File: config.mk
export PLATFORM = sky130hd
export DESIGN_NAME = reg_responder
export DESIGN_NICKNAME = d
export VERILOG_FILES = /design/src/rtl/reg_responder.sv
export SDC_FILE = /design/constraint.sdc
export NUM_CORES = 1
export LEC_CHECK = 0
export CORE_MARGIN = 1
export CORE_UTILIZATION = 40
export DETAILED_ROUTE_END_ITERATION = 12
export PLACE_DENSITY_LB_ADDON = 0.05
export SYNTH_ARGS = -nofsm -noshare
export SYNTH_HDL_FRONTEND = slang
export SYNTH_SLANG_ARGS = --single-unit
File: constraint.sdc
create_clock -name clk -period 3 [get_ports clk]
set_clock_uncertainty 0.2 [all_clocks]
set_input_delay 0.6 -clock clk [delete_from_list [all_inputs] [get_ports clk]]
set_output_delay 0.6 -clock clk [all_outputs]
set_load 0.01 [all_outputs]
File: src/rtl/reg_responder.sv
// rtl/reg_responder.sv - register-bank request/response target with fixed-latency in-order responses
// Requests are throttled by an outstanding count so the response FIFO never overflows.
module reg_responder #(
  parameter int DATA_WIDTH  = 32,
  parameter int ADDR_WIDTH  = 8,
  parameter int NUM_REGS    = 16,
  parameter int RSP_LATENCY = 2,
  parameter int RSP_DEPTH   = 4
) (
  input  logic                  clk,
  input  logic                  rst_n,
  input  logic                  req_valid,
  output logic                  req_ready,
  input  logic                  req_write,
  input  logic [ADDR_WIDTH-1:0] req_addr,
  input  logic [DATA_WIDTH-1:0] req_wdata,
  output logic                  rsp_valid,
  input  logic                  rsp_ready,
  output logic                  rsp_write,
  output logic [DATA_WIDTH-1:0] rsp_rdata,
  output logic                  rsp_error
);

  localparam int IDX_W = (NUM_REGS > 1) ? $clog2(NUM_REGS) : 1;
  localparam int PTR_W = (RSP_DEPTH > 1) ? $clog2(RSP_DEPTH) : 1;
  localparam int CNT_W = $clog2(RSP_DEPTH + 1);
  localparam logic [ADDR_WIDTH:0] NUM_REGS_A = (ADDR_WIDTH+1)'(NUM_REGS);
  localparam logic [CNT_W-1:0]    DEPTH_C    = CNT_W'(RSP_DEPTH);
  localparam logic [PTR_W-1:0]    LAST_PTR   = PTR_W'(RSP_DEPTH - 1);

  logic [DATA_WIDTH-1:0]  regs_q [NUM_REGS];

  logic [RSP_LATENCY-1:0] pv_q, pw_q, pe_q;
  logic [DATA_WIDTH-1:0]  pd_q [RSP_LATENCY];

  logic [RSP_DEPTH-1:0]   fw_q, fe_q;
  logic [DATA_WIDTH-1:0]  fd_q [RSP_DEPTH];
  logic [PTR_W-1:0]       wr_ptr_q, wr_ptr_d, rd_ptr_q, rd_ptr_d;
  logic [CNT_W-1:0]       cnt_q, cnt_d, out_q, out_d;

  logic                   accept, in_range, push, pop;
  logic [IDX_W-1:0]       idx;
  logic [DATA_WIDTH-1:0]  stage0_data;

  assign req_ready   = rst_n && (out_q < DEPTH_C);
  assign accept      = req_valid && req_ready;
  assign in_range    = ({1'b0, req_addr} < NUM_REGS_A);
  assign idx         = req_addr[IDX_W-1:0];
  // Read data is sampled before the accept edge, so a same-edge write cannot leak in.
  assign stage0_data = (!req_write && in_range) ? regs_q[idx] : '0;

  assign push      = pv_q[RSP_LATENCY-1];
  assign rsp_valid = (cnt_q != '0);
  assign pop       = rsp_valid && rsp_ready;

  assign rsp_write = rsp_valid && fw_q[rd_ptr_q];
  assign rsp_error = rsp_valid && fe_q[rd_ptr_q];
  assign rsp_rdata = rsp_valid ? fd_q[rd_ptr_q] : '0;

  always_comb begin
    wr_ptr_d = wr_ptr_q;
    rd_ptr_d = rd_ptr_q;
    cnt_d    = cnt_q;
    out_d    = out_q;
    if (push) wr_ptr_d = (wr_ptr_q == LAST_PTR) ? '0 : wr_ptr_q + 1'b1;
    if (pop)  rd_ptr_d = (rd_ptr_q == LAST_PTR) ? '0 : rd_ptr_q + 1'b1;
    if (push && !pop)      cnt_d = cnt_q + 1'b1;
    else if (!push && pop) cnt_d = cnt_q - 1'b1;
    if (accept && !pop)      out_d = out_q + 1'b1;
    else if (!accept && pop) out_d = out_q - 1'b1;
  end

  always_ff @(posedge clk or negedge rst_n) begin
    if (!rst_n) begin
      for (int i = 0; i < NUM_REGS; i++) regs_q[i] <= '0;
      pv_q <= '0;
      pw_q <= '0;
      pe_q <= '0;
      for (int i = 0; i < RSP_LATENCY; i++) pd_q[i] <= '0;
      fw_q <= '0;
      fe_q <= '0;
      for (int i = 0; i < RSP_DEPTH; i++) fd_q[i] <= '0;
      wr_ptr_q <= '0;
      rd_ptr_q <= '0;
      cnt_q    <= '0;
      out_q    <= '0;
    end else begin
      if (accept && in_range && req_write) regs_q[idx] <= req_wdata;
      pv_q[0] <= accept;
      pw_q[0] <= req_write;
      pe_q[0] <= !in_range;
      pd_q[0] <= stage0_data;
      for (int i = 1; i < RSP_LATENCY; i++) begin
        pv_q[i] <= pv_q[i-1];
        pw_q[i] <= pw_q[i-1];
        pe_q[i] <= pe_q[i-1];
        pd_q[i] <= pd_q[i-1];
      end
      // The outstanding limit guarantees a free slot whenever push is high.
      if (push) begin
        fw_q[wr_ptr_q] <= pw_q[RSP_LATENCY-1];
        fe_q[wr_ptr_q] <= pe_q[RSP_LATENCY-1];
        fd_q[wr_ptr_q] <= pd_q[RSP_LATENCY-1];
      end
      wr_ptr_q <= wr_ptr_d;
      rd_ptr_q <= rd_ptr_d;
      cnt_q    <= cnt_d;
      out_q    <= out_d;
    end
  end

endmodule

==> summary.txt <==
Timing
  • Endpoints failing setup: 0
  • Fin worst setup slack: between 0.002 and 0.003 ns
  • Tcrit/Tclk final: about 100%
  • Slew Viols, Final: 0
  • Worst-Margin Slew: about 1.1 ns
  • Fmax achieved: around 0.33 GHz
  • Min Tclk post-route: roughly 3.0 ns
  • Slew margin rel.: a little under a quarter
  • RSZ-0062 raised after global routing: true
  • Hold Fails Final Rpt: 0

Logic synthesis
  • Yosys reg bits: roughly 730
  • Number of synthesis warnings: 0
  • Xor/xnor share of the synthesized area: less than 1%
  • Syn avg cell area: between 15 and 20 um^2
  • Synthesized instance count: a little under 2000
  • Post-synthesis compound-gate area fraction: 0.913%
  • Synth Area in Simple Gates: 2.85%
  • Post-Synth Adder-Cell Area: 0.402%
  • Post-synthesis sequential area ratio: a little under three fifths
  • Largest family of logic cells by synthesized area: multiplexers
  • Post-synthesis mux area share: between 30 and 40%
  • Synthesized net count: ~2000
  • Post-Syn Area: 31800 um^2
  • Post-synthesis cell type count: 30

Global routing
  • Total global routing overflow: 0
  • GRT Util Overall: approximately 20%
  • Vias in the first global route: 18800
  • First-pass GRT wire length: 122000 um
  • Largest net degree at the start of global routing: approximately 170
  • Initial antenna violation count: 7

Floorplanning
  • # rows: about 100
  • Die W: between 200 and 300 um
  • Placeable core area: between 70000 and 80000 um^2
  • Starting Density: between 40% and 50%
  • Die Height: between 200 and 300 um
  • Die footprint: 80600 um^2
  • I/O Pins: 81

Detailed routing
  • WL final: between 70000 and 80000 um
  • DRT Pass-1 Iters: 6
  • DRT iter0 DRCs: between 700 and 800
  • Wire length per cell: ~25 um
  • # DRC: 0
  • Vias: about 17000
  • Final ANT Viol Nets: 0
  • Vias/cell: between 5 and 6

Clock tree
  • CTS tree: built
  • Clock Root Buffer: clkbuf_16
  • Number of CTS-inserted buffers: between 80 and 90
  • Number of H-tree levels: 3
  • Clk pin slew, worst setup/hold paths: 0.06 ns
  • Clk_lat worst skew: roughly 0.62 ns
  • Clk buf depth: 3
  • CTS sink cnt: around 730

Flow run
  • Maxcap violations: 0

Place
  • Port Buffer Count: 80
  • Placed cells: 3000
  • Dpl hpwl: approximately 47000 um
  • RePlAce Congestion: ~0.7
  • Post-place setup slack: -0.225 ns

Final layout
  • Area grow syn2layout: 17.1%
  • Fin cells: 3161
  • Final Util: 47.3%
  • Diodes inserted: 0
  • Fin nets: between 2000 and 2500
  • Share of layout cells above drive strength 1: between 50% and 60%

Worst setup path
  • CP Launch Type: flip-flop
  • Crit Path Max Fanout: 6
  • Worst endpoint data arrival time: ~2.2 ns
  • Worst setup EP type: primary output
  • Critical Path RT: about 2.2 ns
  • Setup CP Type: flip-flop to primary output

Pwr
  • Pleak: 0.0179 uW
  • Cell Pwr Density: 602 nW/um^2
  • Max rail drop VDD: around 0.00044 V

Status
  • Outcome: completed

Min path
  • Worst hold path class: flip-flop to flip-flop
layout make-up:
cell class                 instances  area, um^2
fill                            6757       41500
sequential                       728       18200
multi-input combinational       1003       12800
clock buffer                     121        2480
timing repair buffer             198        2110
tap                             1050        1310
clock inverter                    23         179
inverter                          38         145
routing by layer:
layer	share of wire [%]	global-route usage, %	up-vias
met5	0	0	-
met4	1.9	5.16	0
met3	3.7	3.18	98
met2	50	33.6	248
met1	45	27.3	9247
li1	-	-	7379
layout by cell type, fill, tap and decap left out, types with 3 or more instances in the layout:
cell type,n
inv_1,37
nand2_2,4
clkbuf_1,14
mux2_2,612
clkinv_2,17
mux2_1,40
nand4_1,32
nor4_4,17
nand2_1,4
mux2i_1,32
clkdlybuf4s50_1,42
xor2_1,4
nand2b_1,4
buf_2,26
buf_6,15
clkbuf_16,85
and2_4,17
buf_4,71
buf_12,41
dfrtp_1,727
o221ai_1,32
clkbuf_8,22
mux4_2,162
and2_1,18
nor2_1,3
ha_1,7
stage by stage:
| stage | power, uW | TNS (ns) | area, um^2 | hold WS [ns] |
|---|---|---|---|---|
| final | 22400 | 0 | 37200 | 0.145 |
| after CTS | 22900 | -0.543 | 37300 | 0.148 |
| after global placement | 12400 | -48.41 | 34400 | 0.133 |
| after detailed placement | 12500 | -61.64 | 34400 | 0.135 |
| after global routing | 23400 | -0.441 | 37200 | 0.154 |
| after floorplan | 11500 | 0 | 31800 | 0.104 |
logic make-up after synthesis:
logic type / Yosys count
AO/OA/AOI/OAI: 34
buffers and inverters: 196
AND/OR/NAND/NOR: 108
multiplexers: 846
flip-flops: 728
adder cells (fa/ha/maj): 9
XOR/XNOR: 6
what timing repair did:
| action | in CTS | in global routing |
|---|---|---|
| gates resized for setup | 168 | 11 |
| cloned | 3 | 0 |
| pin swaps | 7 | 0 |
| hold buffers | 1 | 0 |
| endpoints found under the setup margin | 34 | 31 |
| buffers inserted | 18 | 0 |
| endpoints found under the hold margin | 54 | 0 |
report_power, final:
| group | internal (uW) | switching [uW] | leakage (uW) |
|---|---|---|---|
| combinational | 1100 | 1230 | 0.00646 |
| sequential | 10100 | 150 | 0.0101 |
| clock | 5880 | 4000 | 0.00133 |
| total | 17000 | 5380 | 0.0179 |
state kept, by name, indices dropped and copies added, names as in the netlist:
signal and flops:
fe_q 4, cnt_q 3, out_q 3, regs_q 512, pd_q 64, rd_ptr_q 2, fw_q 4, pw_q 2
wr_ptr_q 2, fd_q 128, pe_q 2, pv_q 2
path summary, 6_finish.rpt:
kind / startpoint / end / slack, ns / cells past startpoint
min reg2reg: pv_q[0] / pv_q[1] / 0.15 / 0
min: pv_q[0] / pv_q[1] / 0.15 / 0
max reg2reg: cnt_q[0] / out_q[2] / 0.43 / 9
min in group asynchronous: rst_n / fd_q[54] / 0.21 / 2
max: rd_ptr_q[0] / rsp_rdata[11] / 0.003 / 6
max in group asynchronous: rst_n / regs_q[461] / 0.73 / 4
cell usage after synthesis:
| master | number | share of area, % |
|---|---|---|
| nor4_2 | 1 | 0.039 |
| clkbuf_1 | 85 | 1.0 |
| nand2_1 | 8 | 0.094 |
| buf_4 | 21 | 0.50 |
| and2_1 | 36 | 0.71 |
| ha_1 | 7 | 0.28 |
| mux2i_1 | 32 | 1.0 |
| xor2_1 | 4 | 0.11 |
| mux2_1 | 40 | 1.4 |
| nand4b_2 | 1 | 0.047 |
| buf_1 | 6 | 0.071 |
| nand4_1 | 32 | 0.63 |
| xnor2_1 | 2 | 0.055 |
| nor4_4 | 16 | 1.1 |
| or2_2 | 2 | 0.039 |
| o221ai_1 | 32 | 0.88 |
| dfrtp_1 | 728 | 57 |
| mux4_2 | 162 | 11 |
| o21ai_0 | 2 | 0.031 |
| inv_1 | 37 | 0.44 |
| or3_1 | 3 | 0.059 |
| inv_4 | 1 | 0.020 |
| nand3b_1 | 1 | 0.024 |
| buf_2 | 45 | 0.71 |
| buf_6 | 1 | 0.035 |
| nor2b_1 | 1 | 0.020 |
| nor2_1 | 3 | 0.035 |
| fa_1 | 2 | 0.13 |
| mux2_2 | 612 | 22 |
| nand2b_1 | 4 | 0.079 |
critical path: stages (launching register included):
cell	delay, ns
dfrtp_2	0.42
buf_6	0.13
buf_12	0.12
buf_4	0.11
mux4_2	0.49
and2_4	0.17
buf_2	0.14
Note: power is estimated with default switching activity, not from simulation.
